`src/rtl/mem_arbiter.sv`:
```
// Shares one pipelined main memory between I-cache fills, D-cache fills and D-cache stores.
// Define ARB_RR_EN to alternate between I and D when both fill requests are pending.
module mem_arbiter #(
   parameter int  AWIDTH  = 16,
   parameter int  DWIDTH  = 16,
   parameter int  WORDS   = 8,
   parameter int  MEM_LAT = 4,
   localparam int IW      = $clog2(WORDS)
) (
   input  logic              clk_i,
   input  logic              rst_ni,
   input  logic              i_req_i,
   input  logic [AWIDTH-1:0] i_addr_i,
   input  logic              d_req_i,
   input  logic [AWIDTH-1:0] d_addr_i,
   input  logic              d_wr_req_i,
   input  logic [AWIDTH-1:0] d_wr_addr_i,
   input  logic [DWIDTH-1:0] d_wr_data_i,
   output logic              mem_en_o,
   output logic              mem_wr_o,
   output logic [AWIDTH-1:0] mem_addr_o,
   output logic [DWIDTH-1:0] mem_wdata_o,
   input  logic [DWIDTH-1:0] mem_rdata_i,
   input  logic              mem_valid_i,
   output logic [DWIDTH-1:0] fill_data_o,
   output logic [IW-1:0]     fill_idx_o,
   output logic              i_fill_valid_o,
   output logic              d_fill_valid_o,
   output logic              i_done_o,
   output logic              d_done_o,
   output logic              d_wr_ack_o
);
   localparam int OFF = IW + 1;
   localparam int BW  = AWIDTH - OFF;
   localparam int DCW = $clog2(MEM_LAT + 1);
   localparam logic [IW-1:0]  LAST_WORD  = IW'(WORDS - 1);
   localparam logic [DCW-1:0] LAST_DRAIN = DCW'(MEM_LAT - 1);

   typedef enum logic [2:0] {DRAIN, IDLE, WRITE, FILL_I, FILL_D} state_t;

   state_t            state_q;
   state_t            grant_d;
   logic [DCW-1:0]    drainCnt_q;
   logic [IW-1:0]     txCnt_q;
   logic [IW-1:0]     rxCnt_q;
   logic [IW-1:0]     txNext_d;
   logic [BW-1:0]     fillBase_q;
   logic [BW-1:0]     fillBase_d;
   logic              memEn_q;
   logic              memWr_q;
   logic [AWIDTH-1:0] memAddr_q;
   logic [DWIDTH-1:0] memWdata_q;
   logic              wrAck_q;
   logic              unused_addrBits;
`ifdef ARB_RR_EN
   logic              lastGrantD_q;
`endif

   // Fills always start at word 0 of the block, so the byte offset of a miss address is irrelevant.
   assign unused_addrBits = ^{i_addr_i[OFF-1:0], d_addr_i[OFF-1:0]};
   assign txNext_d        = txCnt_q + 1'b1;

   always_comb begin
      grant_d = IDLE;
      if (d_wr_req_i) begin
         grant_d = WRITE;
      end else if (d_req_i && i_req_i) begin
`ifdef ARB_RR_EN
         grant_d = lastGrantD_q ? FILL_I : FILL_D;
`else
         grant_d = FILL_D;
`endif
      end else if (d_req_i) begin
         grant_d = FILL_D;
      end else if (i_req_i) begin
         grant_d = FILL_I;
      end
      fillBase_d = (grant_d == FILL_D) ? d_addr_i[AWIDTH-1:OFF] : i_addr_i[AWIDTH-1:OFF];
   end

   always_ff @(posedge clk_i) begin
      if (!rst_ni) begin
         state_q    <= DRAIN;
         drainCnt_q <= '0;
         txCnt_q    <= '0;
         rxCnt_q    <= '0;
         fillBase_q <= '0;
         memEn_q    <= 1'b0;
         memWr_q    <= 1'b0;
         memAddr_q  <= '0;
         memWdata_q <= '0;
         wrAck_q    <= 1'b0;
`ifdef ARB_RR_EN
         lastGrantD_q <= 1'b0;
`endif
      end else begin
         memWr_q    <= 1'b0;
         memWdata_q <= '0;
         wrAck_q    <= 1'b0;
         case (state_q)
            // Reads issued before reset may still return; wait them out before granting.
            DRAIN: begin
               if (drainCnt_q == LAST_DRAIN) begin
                  drainCnt_q <= '0;
                  state_q    <= IDLE;
               end else begin
                  drainCnt_q <= drainCnt_q + 1'b1;
               end
            end
            IDLE: begin
               memEn_q   <= 1'b0;
               memAddr_q <= '0;
               case (grant_d)
                  WRITE: begin
                     state_q    <= WRITE;
                     memEn_q    <= 1'b1;
                     memWr_q    <= 1'b1;
                     memAddr_q  <= d_wr_addr_i;
                     memWdata_q <= d_wr_data_i;
                     wrAck_q    <= 1'b1;
                  end
                  FILL_I, FILL_D: begin
                     state_q    <= grant_d;
                     fillBase_q <= fillBase_d;
                     txCnt_q    <= '0;
                     rxCnt_q    <= '0;
                     memEn_q    <= 1'b1;
                     memAddr_q  <= {fillBase_d, {IW{1'b0}}, 1'b0};
`ifdef ARB_RR_EN
                     lastGrantD_q <= (grant_d == FILL_D);
`endif
                  end
                  default: ;
               endcase
            end
            WRITE: begin
               state_q   <= IDLE;
               memEn_q   <= 1'b0;
               memAddr_q <= '0;
            end
            FILL_I, FILL_D: begin
               if (memEn_q) begin
                  if (txCnt_q == LAST_WORD) begin
                     memEn_q   <= 1'b0;
                     memAddr_q <= '0;
                  end else begin
                     txCnt_q   <= txNext_d;
                     memAddr_q <= {fillBase_q, txNext_d, 1'b0};
                  end
               end
               if (mem_valid_i) begin
                  rxCnt_q <= rxCnt_q + 1'b1;
                  if (rxCnt_q == LAST_WORD) begin
                     state_q <= IDLE;
                  end
               end
            end
            default: state_q <= DRAIN;
         endcase
      end
   end

   // Returning words bypass the flops so each word is delivered in its data_valid cycle.
   assign mem_en_o       = memEn_q;
   assign mem_wr_o       = memWr_q;
   assign mem_addr_o     = memAddr_q;
   assign mem_wdata_o    = memWdata_q;
   assign d_wr_ack_o     = wrAck_q;
   assign fill_data_o    = mem_rdata_i;
   assign fill_idx_o     = rxCnt_q;
   assign i_fill_valid_o = mem_valid_i && (state_q == FILL_I);
   assign d_fill_valid_o = mem_valid_i && (state_q == FILL_D);
   assign i_done_o       = i_fill_valid_o && (rxCnt_q == LAST_WORD);
   assign d_done_o       = d_fill_valid_o && (rxCnt_q == LAST_WORD);

endmodule
```
`config.mk`:
```
export PLATFORM = sky130hd
export DESIGN_NAME = mem_arbiter
export DESIGN_NICKNAME = d
export VERILOG_FILES = /design/src/rtl/mem_arbiter.sv
export SDC_FILE = /design/constraint.sdc
export NUM_CORES = 1
export LEC_CHECK = 0
export CELL_PAD_IN_SITES_DETAIL_PLACEMENT = 1
export CELL_PAD_IN_SITES_GLOBAL_PLACEMENT = 1
export CORE_MARGIN = 2
export CORE_UTILIZATION = 26
export DETAILED_ROUTE_END_ITERATION = 8
export PLACE_DENSITY_LB_ADDON = 0.05
export SYNTH_ARGS = -nofsm -noshare
export SYNTH_HDL_FRONTEND = slang
export SYNTH_SLANG_ARGS = --single-unit
```
`constraint.sdc`:
```
create_clock -name clk_i -period 1.6 [get_ports clk_i]
set_clock_uncertainty 0.05 [all_clocks]
set_input_delay 0.24 -clock clk_i [delete_from_list [all_inputs] [get_ports clk_i]]
set_output_delay 0.24 -clock clk_i [all_outputs]
set_load 0.005 [all_outputs]
```
After elaboration in Yosys (flattened, before gate mapping)
Index checks and enable logic that the tools add are counted.
Storage, ports and cells
  logic and storage cells: 73
  register bits: 58
  output and inout port bits: 58
  bits of input ports: 86
Operators by class
  multiplexer cells: 26
  equality and inequality tests: 17
  $add $sub $neg: 3
  reductions and logical operators: 18
Operator list (number)
  $pmux W16 S3: 1
  $mux W3: 11
  $mux W16: 2
  $pmux W16 S2: 1
  $pmux W3 S2: 3
  $eq A3 B2 Y1 const B: 5
  $eq A3 B3 Y1 const B: 4
  $mux W12: 1
  $pmux W3 S4: 1
  $ne A2 B2 Y1 const B: 5
  $add A3 B1 Y3 const B: 3
  $reduce_and A4 Y1: 2
  $reduce_and A2 Y1: 3
  $reduce_and A3 Y1: 2
  $logic_and A1 B1 Y1: 5
  $mux W1: 4
  $reduce_or A2 Y1: 2
  $eq A3 B1 Y1 const B: 1
  $logic_not A3 Y1: 1
  $ne A3 B2 Y1 const B: 1
  $pmux W1 S3: 1
  $reduce_bool A3 Y1: 1
  $reduce_or A3 Y1: 1
  $mux W2: 1
  2 further kinds: 2

Depth between registers and ports, before layout
  depth after elaboration: 8
  mapped depth: 7

Worst setup path after synthesis
No wires, ideal clock.
  path kind: register -> register
  start point: register state_q[2]
  end point: register memAddr_q[6], in the netlist mem_addr_o[6]
  stages on the path, launching flop included: 8
  setup slack: -0.122 ns
  data required time: 1.431 ns
  arrival time: 1.554 ns
  cell sequence: dfxtp_1 > buf_4 > or3b_1 > buf_2 > and3_4 > buf_6 > o2bb2ai_1 > o221a_1
On the way
  cells in the longest elaborated chain, start to end: 4
  elaborated cells between the ends (all ways): 9
  classes of those cells: eq/ne: 5; mux: 1; reduce/logical: 3
Ends and longest elaborated chain
  from (decl): RTL line 41  | state_t state_q;
  from (signal assigned): RTL line 123  | state_q <= grant_d;
  $eq A3 B2 Y1 / $eq A3 B3 Y1 (equally long branches): RTL line 100  | case (state_q)
  $reduce_or A2 Y1: RTL line 100
  $ne A2 B2 Y1 (no line) / $reduce_bool A3 Y1 (equally long branches)
  $reduce_and A2 Y1 (no line)
  to (signal assigned): RTL line 118  | memAddr_q <= d_wr_addr_i;
  to (signal assigned): RTL line 128  | memAddr_q <= {fillBase_d, {IW{1'b0}}, 1'b0};
  to (signal assigned): RTL line 148  | memAddr_q <= {fillBase_q, txNext_d, 1'b0};
  to (decl): RTL line 51  | logic [AWIDTH-1:0] memAddr_q;
Several ways; a longest one is shown, not always the timed one.
A chain may end at the register's enable or synchronous reset.

Final worst setup path
  start point: register state_q[1]
  end point: register memAddr_q[9], in the netlist mem_addr_o[9]
Same word-level chain as after synthesis.

==> impl_results.html <==
<table>
<tr><th>Metric</th><th>Value</th></tr>
<tr><th colspan="2">Global routing</th></tr>
<tr><td>Aggregate global routing overflow</td><td>0</td></tr>
<tr><td>Overall global routing resource usage</td><td>about 18%</td></tr>
<tr><td>Number of antenna violations at the first check in global routing</td><td>0</td></tr>
<tr><td>Global routing usage on met2</td><td>between 20% and 30%</td></tr>
<tr><td>Global route hottest layer</td><td>met2</td></tr>
<tr><td>GRT met1 Usage</td><td>a little under a quarter</td></tr>
<tr><td>Pin count of the biggest net entering global routing</td><td>19</td></tr>
<tr><td>Vias in the first global route</td><td>roughly 3100</td></tr>
<tr><td>Met3 Track Usage GR</td><td>around 4%</td></tr>
<tr><td>Global-route wire length before repair</td><td>roughly 16 mm</td></tr>
<tr><th colspan="2">Synthesis</th></tr>
<tr><td>Number of instances in the synthesized netlist</td><td>~320</td></tr>
<tr><td>Cell types with the largest area share after synthesis</td><td>sky130_fd_sc_hd__dfxtp_1 41%, sky130_fd_sc_hd__a21oi_1 5.6%, sky130_fd_sc_hd__mux2i_1 4.9%</td></tr>
<tr><td>Register bit count reported by yosys</td><td>58</td></tr>
<tr><td>Post-synth top flop</td><td>sky130_fd_sc_hd__dfxtp_1</td></tr>
<tr><td>Syn Std Cell Area</td><td>about 2900 um2</td></tr>
<tr><td>Syn. warnings</td><td>0</td></tr>
<tr><td>Post-synthesis average cell area</td><td>approximately 8.9 um2</td></tr>
<tr><td>Number of enable-type register cells in the synthesized netlist</td><td>0</td></tr>
<tr><td>Netlist cell types</td><td>46</td></tr>
<tr><td>Share of synthesized registers carrying an async set or reset</td><td>0%</td></tr>
<tr><td>Most area-hungry cell type in the Yosys netlist</td><td>sky130_fd_sc_hd__dfxtp_1</td></tr>
<tr><td>Number of nets in the synthesized netlist</td><td>~410</td></tr>
<tr><td>Portion of synthesized cell area occupied by the leading cell type</td><td>between 40% and 50%</td></tr>
<tr><td>Sequential fraction of the synthesis area</td><td>roughly 41%</td></tr>
<tr><th colspan="2">Setup path</th></tr>
<tr><td>Largest delay contributor family on the critical path</td><td>simple AND/OR/NAND/NOR gates</td></tr>
<tr><td>Critical R2R Launch</td><td>state_q[1]$_SDFFE_PN0P_</td></tr>
<tr><td>Reg-to-reg endpoint</td><td>mem_addr_o[9]$_SDFFE_PN0P_</td></tr>
<tr><td>Count of buffering cells on the critical path with inverters included</td><td>2</td></tr>
<tr><td>Worst setup slack for register-to-register paths</td><td>-0.05 ns</td></tr>
<tr><td>Library cell contributing the largest single delay on the critical path</td><td>sky130_fd_sc_hd__or3b_4</td></tr>
<tr><td>Delay of the slowest cell on the worst path</td><td>0.38 ns</td></tr>
<tr><td>Critical Path, Cell by Cell</td><td>or3b_4, buf_6, nand3b_1, buf_12, o2bb2ai_1, o221a_1</td></tr>
<tr><td>Max Fanout on Critical Path</td><td>12</td></tr>
<tr><td>Worst reg-to-reg path cell count</td><td>6</td></tr>
<tr><td>Required time of the critical path</td><td>between 1.5 and 2 ns</td></tr>
<tr><td>Type of destination of the critical path</td><td>flip-flop</td></tr>
<tr><td>Type of the worst setup path</td><td>flip-flop to flip-flop</td></tr>
<tr><td>Startpoint class of the critical path</td><td>flip-flop</td></tr>
<tr><td>CP arrival</td><td>around 1.8 ns</td></tr>
<tr><td>Worst path depth</td><td>6</td></tr>
<tr><td>Worst Setup SP</td><td>state_q[1]$_SDFFE_PN0P_</td></tr>
<tr><td>Capture point of the worst path</td><td>mem_addr_o[9]$_SDFFE_PN0P_</td></tr>
<tr><th colspan="2">Status</th></tr>
<tr><td>Violated checks</td><td>negative setup slack</td></tr>
<tr><td>Status</td><td>finished, violations left</td></tr>
<tr><th colspan="2">Timing</th></tr>
<tr><td>Highest attainable clock frequency</td><td>0.605 GHz</td></tr>
<tr><td>Hold violation count in the final report</td><td>0</td></tr>
<tr><td>Final setup viols</td><td>8</td></tr>
<tr><td>Slew Limit Fails</td><td>0</td></tr>
<tr><td>Final setup slack of the worst path</td><td>-0.0516 ns</td></tr>
<tr><td>Fraction of the cycle the final worst path needs</td><td>103%</td></tr>
<tr><td>Transition time at the pin with the least slew margin</td><td>around 0.35 ns</td></tr>
<tr><td>Period minus WS final</td><td>1.65 ns</td></tr>
<tr><td>Relative max-transition margin</td><td>roughly three quarters</td></tr>
<tr><td>Unrepaired setup endpoints after global routing</td><td>yes</td></tr>
<tr><th colspan="2">Power and ir drop</th></tr>
<tr><td>PwrDens</td><td>roughly 1300 nW/um2</td></tr>
<tr><td>Final Power</td><td>6250 uW</td></tr>
<tr><td>Leakage power</td><td>around 0.0019 uW</td></tr>
<tr><td>Peak supply drop</td><td>between 0.4 and 0.5 mV</td></tr>
<tr><th colspan="2">Final layout</th></tr>
<tr><td>Leading cell type in the layout, fill and taps excluded</td><td>sky130_fd_sc_hd__clkdlybuf4s50_1</td></tr>
<tr><td>Register area</td><td>~1200 um2</td></tr>
<tr><td>Net count reported at finish</td><td>~560</td></tr>
<tr><td>Layout Cells excl Fill</td><td>609</td></tr>
<tr><td>Fill cell count</td><td>between 1000 and 1500</td></tr>
<tr><td>Top library cells by usage in the layout, fill and taps aside</td><td>96 x sky130_fd_sc_hd__clkdlybuf4s50_1, 50 x sky130_fd_sc_hd__buf_4, 49 x sky130_fd_sc_hd__dfxtp_1</td></tr>
<tr><td>Fraction of layout instances using a drive strength above 1</td><td>27.9%</td></tr>
<tr><td>Multi-input combinational cell area</td><td>1620 um2</td></tr>
<tr><td>Layout area overhead</td><td>71.3%</td></tr>
<tr><td>Number of antenna repair diodes</td><td>0</td></tr>
<tr><td>Final cell utilization of the core</td><td>between 40% and 50%</td></tr>
<tr><th colspan="2">Floorplan</th></tr>
<tr><td>Overall die height</td><td>between 100 and 150 um</td></tr>
<tr><td>Row count</td><td>38</td></tr>
<tr><td>Ports</td><td>144</td></tr>
<tr><td>Die area</td><td>between 10000 and 15000 um2</td></tr>
<tr><td>Starting density of the core</td><td>around a quarter</td></tr>
<tr><td>Width of the die</td><td>109 um</td></tr>
<tr><td>Floorplan core area</td><td>between 10000 and 15000 um2</td></tr>
<tr><th colspan="2">Placed design</th></tr>
<tr><td>Pre-CTS setup slack</td><td>-0.309 ns</td></tr>
<tr><td>Number of cells after detailed placement</td><td>580</td></tr>
<tr><td>RD Place Congestion</td><td>0.755</td></tr>
<tr><td>Detailed placer's ending HPWL</td><td>7.14 mm</td></tr>
<tr><td># port buffers</td><td>~100</td></tr>
<tr><th colspan="2">Clock network</th></tr>
<tr><td>TritonCTS clock tree</td><td>yes</td></tr>
<tr><td>Worst-skew pair later-pin latency</td><td>roughly 0.35 ns</td></tr>
<tr><td>Number of CTS-inserted buffers</td><td>9</td></tr>
<tr><td>H-Tree Level Count</td><td>3</td></tr>
<tr><td>Clock edge transition at the registers on the reported setup and hold paths</td><td>0.07 ns</td></tr>
<tr><td>Clock Sink Count</td><td>58</td></tr>
<tr><td>Root buffer cell</td><td>sky130_fd_sc_hd__clkbuf_8</td></tr>
<tr><td>Number of hold buffers added after cts</td><td>0</td></tr>
<tr><td>Max Buffers Root-to-Sink</td><td>2</td></tr>
<tr><th colspan="2">Flow run</th></tr>
<tr><td>Number of maximum-capacitance constraint violations</td><td>0</td></tr>
<tr><th colspan="2">Route</th></tr>
<tr><td>Wirelength per Cell</td><td>~17 um</td></tr>
<tr><td>Post-Route WL</td><td>10.1 mm</td></tr>
<tr><td>Post-detailed-route DRC marker count</td><td>0</td></tr>
<tr><td>Final ANT Viol Nets</td><td>0</td></tr>
<tr><td>Drt initial violations</td><td>between 80 and 90</td></tr>
<tr><td>Vias post-DR</td><td>approximately 2900</td></tr>
<tr><td>Via density per instance</td><td>between 4 and 5</td></tr>
<tr><td>Iteration count of the initial detailed-routing pass</td><td>4</td></tr>
<tr><th colspan="2">Hold path</th></tr>
<tr><td>Number of cells on the worst hold path</td><td>2</td></tr>
<tr><td>Worst min-delay path class</td><td>flip-flop to flip-flop</td></tr>
</table>
cells in the mapped netlist (2+ instances only):
master	count
sky130_fd_sc_hd__mux2i_1	14
sky130_fd_sc_hd__nand3b_1	4
sky130_fd_sc_hd__clkbuf_1	13
sky130_fd_sc_hd__a21oi_2	2
sky130_fd_sc_hd__a22oi_1	3
sky130_fd_sc_hd__nand3_1	11
sky130_fd_sc_hd__and2_1	20
sky130_fd_sc_hd__nand2b_1	6
sky130_fd_sc_hd__o21a_1	2
sky130_fd_sc_hd__nor3b_1	2
sky130_fd_sc_hd__nand2_1	19
sky130_fd_sc_hd__inv_1	5
sky130_fd_sc_hd__nor3_1	4
sky130_fd_sc_hd__ha_1	5
sky130_fd_sc_hd__o211ai_1	3
sky130_fd_sc_hd__buf_2	8
sky130_fd_sc_hd__nor2_1	18
sky130_fd_sc_hd__nor2b_1	4
sky130_fd_sc_hd__a21oi_1	32
sky130_fd_sc_hd__a211oi_1	12
sky130_fd_sc_hd__dfxtp_1	58
sky130_fd_sc_hd__a21boi_0	2
sky130_fd_sc_hd__o2bb2ai_1	6
sky130_fd_sc_hd__o21ai_0	19
sky130_fd_sc_hd__o311ai_0	2
sky130_fd_sc_hd__buf_4	18
sky130_fd_sc_hd__o221a_1	6
sky130_fd_sc_hd__and3b_1	2
sky130_fd_sc_hd__a2bb2oi_1	5
report_power, final:
part	switching [uW]	total, uW	leakage [uW]	internal [uW]
Sequential	176	1940	0.000477	1760
Clock	636	1550	0.000109	915
Combinational	1210	2760	0.00131	1550
worst register-to-register path: cells and delay by family (launching register included):
family                 cells  cell delay (ns)
buffers and inverters      2             0.31
DFF                        1             0.37
and+or+nand+nor            2             0.52
AOI/OAI and AO/OA          2             0.29
logic make-up after synthesis:
kind of cell / count (synthesis) / share of synthesized area (%)
compound gates: 101 / 24.2
buf+inv: 45 / 8.91
flops: 58 / 40.7
simple gates: 99 / 19.1
mux: 14 / 4.92
fa+ha+maj: 5 / 2.19
area by class of cell:
class / instances / share of cell area, %
Clock buffer: 11 / 2.90
Clock inverter: 5 / 1.59
Inverter: 5 / 0.384
Multi-Input combinational cell: 219 / 33.2
Sequential cell: 58 / 24.1
Tap cell: 140 / 3.59
Timing Repair Buffer: 171 / 34.3
registers in the layout, summed over array words and instances, names as in the netlist:
name / cells
d_wr_ack_o: 1
drainCnt_q: 3
fillBase_q: 12
fill_idx_o: 3
mem_addr_o: 16
mem_en_o: 1
mem_wdata_o: 16
state_q: 3
txCnt_q: 3
per-stage QoR:
stage,hold slack [ns],setup TNS (ns),cell area [um2]
after floorplan,0.312,-0.479,2880
after global placement,0.367,-7.77,4320
after detailed placement,0.371,-9.80,4320
after CTS,0.381,-0.626,4780
after global routing,0.389,-1.73,4880
final,0.381,-0.252,4880
what timing repair did:
item                       in CTS  in global routing
pin swaps                      17                  6
gates resized for setup        52                 24
hold endpoints to repair        0                  0
setup endpoints to repair      30                 58
setup buffers                  10                  3
gates cloned                    2                  0
worst min-delay path by stage:
| stage | to | start | slack (ns) |
|---|---|---|---|
| finish | drainCnt_q[2]$_SDFFE_PN0P_ | drainCnt_q[2]$_SDFFE_PN0P_ | 0.38 |
| floorplan | mem_wdata_o[0]$_SDFF_PN0_ | d_wr_data_i[0] | 0.31 |
| CTS | drainCnt_q[2]$_SDFFE_PN0P_ | drainCnt_q[2]$_SDFFE_PN0P_ | 0.38 |
| global placement | drainCnt_q[2]$_SDFFE_PN0P_ | drainCnt_q[2]$_SDFFE_PN0P_ | 0.37 |
| detailed placement | drainCnt_q[2]$_SDFFE_PN0P_ | drainCnt_q[2]$_SDFFE_PN0P_ | 0.37 |
| global route | mem_wdata_o[8]$_SDFF_PN0_ | d_wr_data_i[8] | 0.39 |
routing by layer:
metal / vias up / share of wire, %
met5: - / 0
met4: 0 / 1.7
met3: 14 / 5.7
met2: 79 / 47
met1: 1385 / 45
li1: 1424 / -
No activity file was read; power rests on OpenSTA's default activity.
